## src/rtl/alu_pkg.sv

```systemverilog
// Shared ALU definitions: op codes, flag bit positions and the FIFO entry layout
// used by the result FIFO and its storage.
package alu_pkg;

  localparam int OP_W     = 3;
  localparam int RESULT_W = 32;
  localparam int FLAGS_W  = 4;
  localparam int ENTRY_W  = OP_W + RESULT_W + FLAGS_W;

  localparam logic [OP_W-1:0] OP_NOTA = 3'b000;
  localparam logic [OP_W-1:0] OP_NOTB = 3'b001;
  localparam logic [OP_W-1:0] OP_AND  = 3'b010;
  localparam logic [OP_W-1:0] OP_OR   = 3'b011;
  localparam logic [OP_W-1:0] OP_XOR  = 3'b100;
  localparam logic [OP_W-1:0] OP_XNOR = 3'b101;
  localparam logic [OP_W-1:0] OP_ADD  = 3'b110;
  localparam logic [OP_W-1:0] OP_SUB  = 3'b111;

  // Flag vector is {c,n,z,v}
  localparam int FLAG_C = 3;
  localparam int FLAG_N = 2;
  localparam int FLAG_Z = 1;
  localparam int FLAG_V = 0;

  typedef struct packed {
    logic [OP_W-1:0]     op;
    logic [RESULT_W-1:0] result;
    logic [FLAGS_W-1:0]  flags;
  } alu_entry_t;

  // Only arithmetic ops produce meaningful carry/overflow flags.
  function automatic logic is_arith(input logic [OP_W-1:0] op);
    return (op == OP_ADD) || (op == OP_SUB);
  endfunction

endpackage

```

## src/rtl/alu_fifo_mem.sv

```systemverilog
// Result storage: DEPTH x ENTRY_W array with one synchronous write port and
// one asynchronous read port. Contents are deliberately not reset.
module alu_fifo_mem
  import alu_pkg::*;
#(
  parameter int DEPTH = 4,
  parameter int AW    = $clog2(DEPTH)
) (
  input  logic               clk,
  input  logic               we,
  input  logic [AW-1:0]      waddr,
  input  logic [ENTRY_W-1:0] wdata,
  input  logic [AW-1:0]      raddr,
  output logic [ENTRY_W-1:0] rdata
);

  logic [ENTRY_W-1:0] mem_r [DEPTH];

  // Write port: store the accepted entry at the write pointer.
  always_ff @(posedge clk) begin
    if (we) begin
      mem_r[waddr] <= wdata;
    end
  end

  assign rdata = mem_r[raddr];

endmodule

```

## src/rtl/alu_result_fifo.sv

```systemverilog
// Buffers ALU results (op, result, flags) in FIFO order and accumulates
// sticky carry/overflow status from arithmetic pushes.
module alu_result_fifo
  import alu_pkg::*;
#(
  parameter int DEPTH = 4
) (
  input  logic                     clk,
  input  logic                     reset_n,
  input  logic                     in_valid,
  output logic                     in_ready,
  input  logic [OP_W-1:0]          in_op,
  input  logic [RESULT_W-1:0]      in_result,
  input  logic [FLAGS_W-1:0]       in_flags,
  output logic                     out_valid,
  input  logic                     out_ready,
  output logic [OP_W-1:0]          out_op,
  output logic [RESULT_W-1:0]      out_result,
  output logic [FLAGS_W-1:0]       out_flags,
  output logic [$clog2(DEPTH):0]   count,
  input  logic                     clr_sticky,
  output logic                     sticky_c,
  output logic                     sticky_v
);

  localparam int AW = $clog2(DEPTH);
  localparam int CW = AW + 1;

  logic [AW-1:0] wr_ptr_r;
  logic [AW-1:0] rd_ptr_r;
  logic [CW-1:0] count_r;
  logic          sticky_c_r;
  logic          sticky_v_r;

  logic          in_ready_s;
  logic          out_valid_s;
  logic          push_s;
  logic          pop_s;
  logic          set_c_s;
  logic          set_v_s;
  alu_entry_t    wr_entry_s;
  alu_entry_t    head_s;
  logic [ENTRY_W-1:0] rd_data_s;

  // Ready depends on registered occupancy only, so a full FIFO never
  // accepts a push even when a pop happens in the same cycle.
  assign in_ready_s  = (count_r < CW'(DEPTH));
  assign out_valid_s = (count_r != {CW{1'b0}});
  assign push_s      = in_valid && in_ready_s;
  assign pop_s       = out_valid_s && out_ready;

  assign wr_entry_s  = {in_op, in_result, in_flags};
  assign head_s      = rd_data_s;

  assign set_c_s = push_s && is_arith(in_op) && in_flags[FLAG_C];
  assign set_v_s = push_s && is_arith(in_op) && in_flags[FLAG_V];

  alu_fifo_mem #(
    .DEPTH (DEPTH),
    .AW    (AW)
  ) u_mem (
    .clk   (clk),
    .we    (push_s),
    .waddr (wr_ptr_r),
    .wdata (wr_entry_s),
    .raddr (rd_ptr_r),
    .rdata (rd_data_s)
  );

  // Pointer and occupancy tracking; pointers wrap naturally at DEPTH.
  always_ff @(posedge clk or negedge reset_n) begin
    if (!reset_n) begin
      wr_ptr_r <= {AW{1'b0}};
      rd_ptr_r <= {AW{1'b0}};
      count_r  <= {CW{1'b0}};
    end else begin
      if (push_s) begin
        wr_ptr_r <= wr_ptr_r + AW'(1);
      end
      if (pop_s) begin
        rd_ptr_r <= rd_ptr_r + AW'(1);
      end
      case ({push_s, pop_s})
        2'b10:   count_r <= count_r + CW'(1);
        2'b01:   count_r <= count_r - CW'(1);
        default: count_r <= count_r;
      endcase
    end
  end

  // Sticky status: a setting push in the same cycle wins over a clear.
  always_ff @(posedge clk or negedge reset_n) begin
    if (!reset_n) begin
      sticky_c_r <= 1'b0;
      sticky_v_r <= 1'b0;
    end else begin
      if (set_c_s) begin
        sticky_c_r <= 1'b1;
      end else if (clr_sticky) begin
        sticky_c_r <= 1'b0;
      end
      if (set_v_s) begin
        sticky_v_r <= 1'b1;
      end else if (clr_sticky) begin
        sticky_v_r <= 1'b0;
      end
    end
  end

  // Head fields are zeroed when empty so stale storage never leaks out.
  always_comb begin
    out_op     = {OP_W{1'b0}};
    out_result = {RESULT_W{1'b0}};
    out_flags  = {FLAGS_W{1'b0}};
    if (out_valid_s) begin
      out_op     = head_s.op;
      out_result = head_s.result;
      out_flags  = head_s.flags;
    end else begin
      out_op     = {OP_W{1'b0}};
      out_result = {RESULT_W{1'b0}};
      out_flags  = {FLAGS_W{1'b0}};
    end
  end

  assign in_ready  = in_ready_s;
  assign out_valid = out_valid_s;
  assign count     = count_r;
  assign sticky_c  = sticky_c_r;
  assign sticky_v  = sticky_v_r;

endmodule
```

## config.mk

```make
export PLATFORM = sky130hd
export DESIGN_NAME = alu_result_fifo
export DESIGN_NICKNAME = d
export VERILOG_FILES = /design/src/rtl/alu_pkg.sv /design/src/rtl/alu_fifo_mem.sv /design/src/rtl/alu_result_fifo.sv
export SDC_FILE = /design/constraint.sdc
export NUM_CORES = 1
export LEC_CHECK = 0
export BUFFER_PORTS_ARGS = -buffer_cell sky130_fd_sc_hd__buf_2
export CAP_MARGIN = 20
export CORE_MARGIN = 2
export CORE_UTILIZATION = 52
export CTS_BUF_LIST = sky130_fd_sc_hd__clkbuf_8
export CTS_CLUSTER_DIAMETER = 100
export DETAILED_ROUTE_END_ITERATION = 10
export PLACE_DENSITY = 0.73
export SYNTH_ARGS = -nofsm -noshare
export SYNTH_HDL_FRONTEND = slang
export SYNTH_SLANG_ARGS = --single-unit
export TNS_END_PERCENT = 5
```

## constraint.sdc

```tcl
create_clock -name clk -period 5.4 [get_ports clk]
set_clock_uncertainty 0.15 [all_clocks]
set_input_delay 1.08 -clock clk [delete_from_list [all_inputs] [get_ports clk]]
set_output_delay 1.08 -clock clk [all_outputs]
set_load 0.01 [all_outputs]
```

==> impl_metrics.yaml <==
status:
  run_status: "completed"
cells_and_area:
  design_area_um2: 7440
  fillers: 849
  nets: 441
  diodes: 0
  fin_cells: 572
  area_growth_pct: 15.7
  drive_gt1_frac: 0.408
grt:
  antenna_found_initial: 0
  grt_overflow_total: 0
  grt_pass1_wl_um: 16500
  grt_use_total: 0.175
  grt_max_degree: 42
  grt_pass1_vias: 3108
routing:
  num_vias: 3050
  drc: 0
  drt_wl_total_um: 10900
  drt-initial-drc-count: 206
  highest_layer: "met4"
  viasPerCell: 5.33
  wl_met3_um: 524
  wl_met1_um: 4630
  wire_per_inst_um: 19.0
  dr.pass1.iters: 4
  antenna_left: 0
  met2_length_um: 5580
timing:
  fin_crit_sh: 0.665
  hold_viol: 0
  slew_headroom: 0.281
  tightest_slew_ns: 1.08
  layout_setup_ws_ns: 1.81
  hold_slack_ns: 0.314
  finalSetupViolCount: 0
  max_freq_ghz: 0.278
  setup_tns_ns: 0
  rsz0062_at_grt: "no"
  period_needed_ns: 3.59
  drv_slew: 0
power_and_ir_drop:
  leakage_uw: 0.00259
  p_per_area_nw_per_um2: 527
  ir_drop_uv: 299
placement:
  dp_hpwl_um: 6170
  io_buffers: 89
  gp_congestion: 0.723
  dpl-instance-area_um2: 6970
  pre_cts_slack_ns: 2.19
  post-place-cells: 539
critical_path:
  crit_required_ns: 4.17
  critical_path.startpoint: "rd_ptr_r[0]"
  endpoint: "out_flags[0]"
  reg2reg_slack_ns: 2.96
  critPathArrivalTime_ns: 2.36
  critPathMaxFanout: 41
  rr_startpoint: "count[2]"
  start_kind: "flop"
  worstSetupEndpointType: "primary output"
  worstReg2RegEnd: "u_mem.mem_r[3][28]"
  reg2reg_depth: 2
  crit_type: "reg -> out"
synthesis:
  syn_area_um2: 6430
  synth_area_per_cell_um2: 21.8
  synth-seq-cells: 165
  seq_area_frac_synth: 0.764
  yosys_warnings: 0
  yosys.cell_types.count: 21
  syn_nets: 345
  synthesis.instances: 295
cts:
  cts_buffers: 17
  cts_tree: "yes"
  clkSlewWorstSetupHoldPaths_ns: 0.08
  clock_path_buffers: 2
  clk_latency_ns: 0.44
  post_cts_buffers: 0
  clockRootBuffer: "clkbuf_8"
  h-tree-depth: 4
  holdBufCountCts: 0
  cts-resized-gates: 0
  cts.sinks: 165
job:
  drv_cap: 0
floorplan:
  row_count: 40
  ios: 90
  core_area_um2: 12100
  dieArea_um2: 13300
  start_util: 0.533
  die_h_um: 115
  fp.dieW_um: 115
worst_hold_path:
  hp-class: "in -> async"
==> critical path: stages, from the launching register on <==
cell and delay [ns]:
dfrtp_4 0.99, mux4_2 0.63, and2_1 0.17, buf_2 0.13
==> state kept, by name, summed over array words and instances, names as in the netlist <==
signal	cells
count	3
sticky_v	1
u_mem.mem_r	156
sticky_c	1
wr_ptr_r	2
rd_ptr_r	2
==> how the worst min path moves through the flow <==
stage                   from     endpoint  slack, ns  cells past startpoint
floorplan           count[0]     count[0]       0.39                      1
global placement    count[1]     count[1]       0.36                      2
detailed placement  count[0]     count[0]       0.36                      1
CTS                  reset_n     sticky_v       0.29                      1
global route         reset_n     sticky_v       0.30                      1
finish               reset_n  wr_ptr_r[0]       0.31                      1
==> power by group <==
group	internal (µW)	switching, µW
combinational	619	511
clock	544	424
sequential	1610	208
total	2770	1140
==> cell families after synthesis <==
group / synth area share
AND/OR/NAND/NOR: 0.0492
adder cells (fa/ha/maj): 0.0128
XOR/XNOR: 0.00818
flip-flops: 0.764
buffers and inverters: 0.0255
multiplexers: 0.137
AO/OA/AOI/OAI: 0.00311
==> per-stage QoR <==
| step | utilization | total power, µW |
|---|---|---|
| 6_report | 0.616 | 3920 |
| 5_1_grt | 0.616 | 4130 |
| 4_1_cts | 0.615 | 3960 |
| 3_5_place_dp | 0.578 | 3000 |
| 3_3_place_gp | 0.578 | 2990 |
| 2_1_floorplan | - | 2640 |
==> per-layer routing <==
layer	up-vias	track usage
met1	1582	0.230
met2	97	0.284
met5	-	0
met4	0	0.0699
li1	1358	-
met3	13	0.0459
==> Yosys cell counts (all sizes together) <==
library cell	n	area share
xnor2	4	0.0055
fa	1	0.0031
inv	9	0.0053
xor2	2	0.0027
nor2b	1	0.00097
nor2	1	0.00058
dfrtp	9	0.035
mux4	39	0.14
edfxtp	156	0.73
and2	44	0.043
ha	5	0.0097
o21ai	4	0.0031
clkbuf	5	0.0029
or3	1	0.00097
nand3	1	0.00078
nand4	2	0.0019
buf	9	0.017
nand2	2	0.0012
==> final cells by class <==
cell class	count	area, µm²	share of cell area
clock buffers	17	234	0.0315
clock inverters	15	211	0.0284
inverters	9	33.8	0.00454
multi-input cells	107	1360	0.183
flip-flops and latches	165	4910	0.661
well taps	168	210	0.0283
repair buffers	91	473	0.0636
==> placed cells by master (no fill, tap or decap), types with 5 or more instances in the layout <==
cell type	instances
and2_1	40
buf_2	89
bufinv_16	5
clkbuf_8	17
dfrtp_1	7
edfxtp_1	156
ha_1	5
inv_1	9
mux4_2	38
Power figures use the tool's default switching activity.
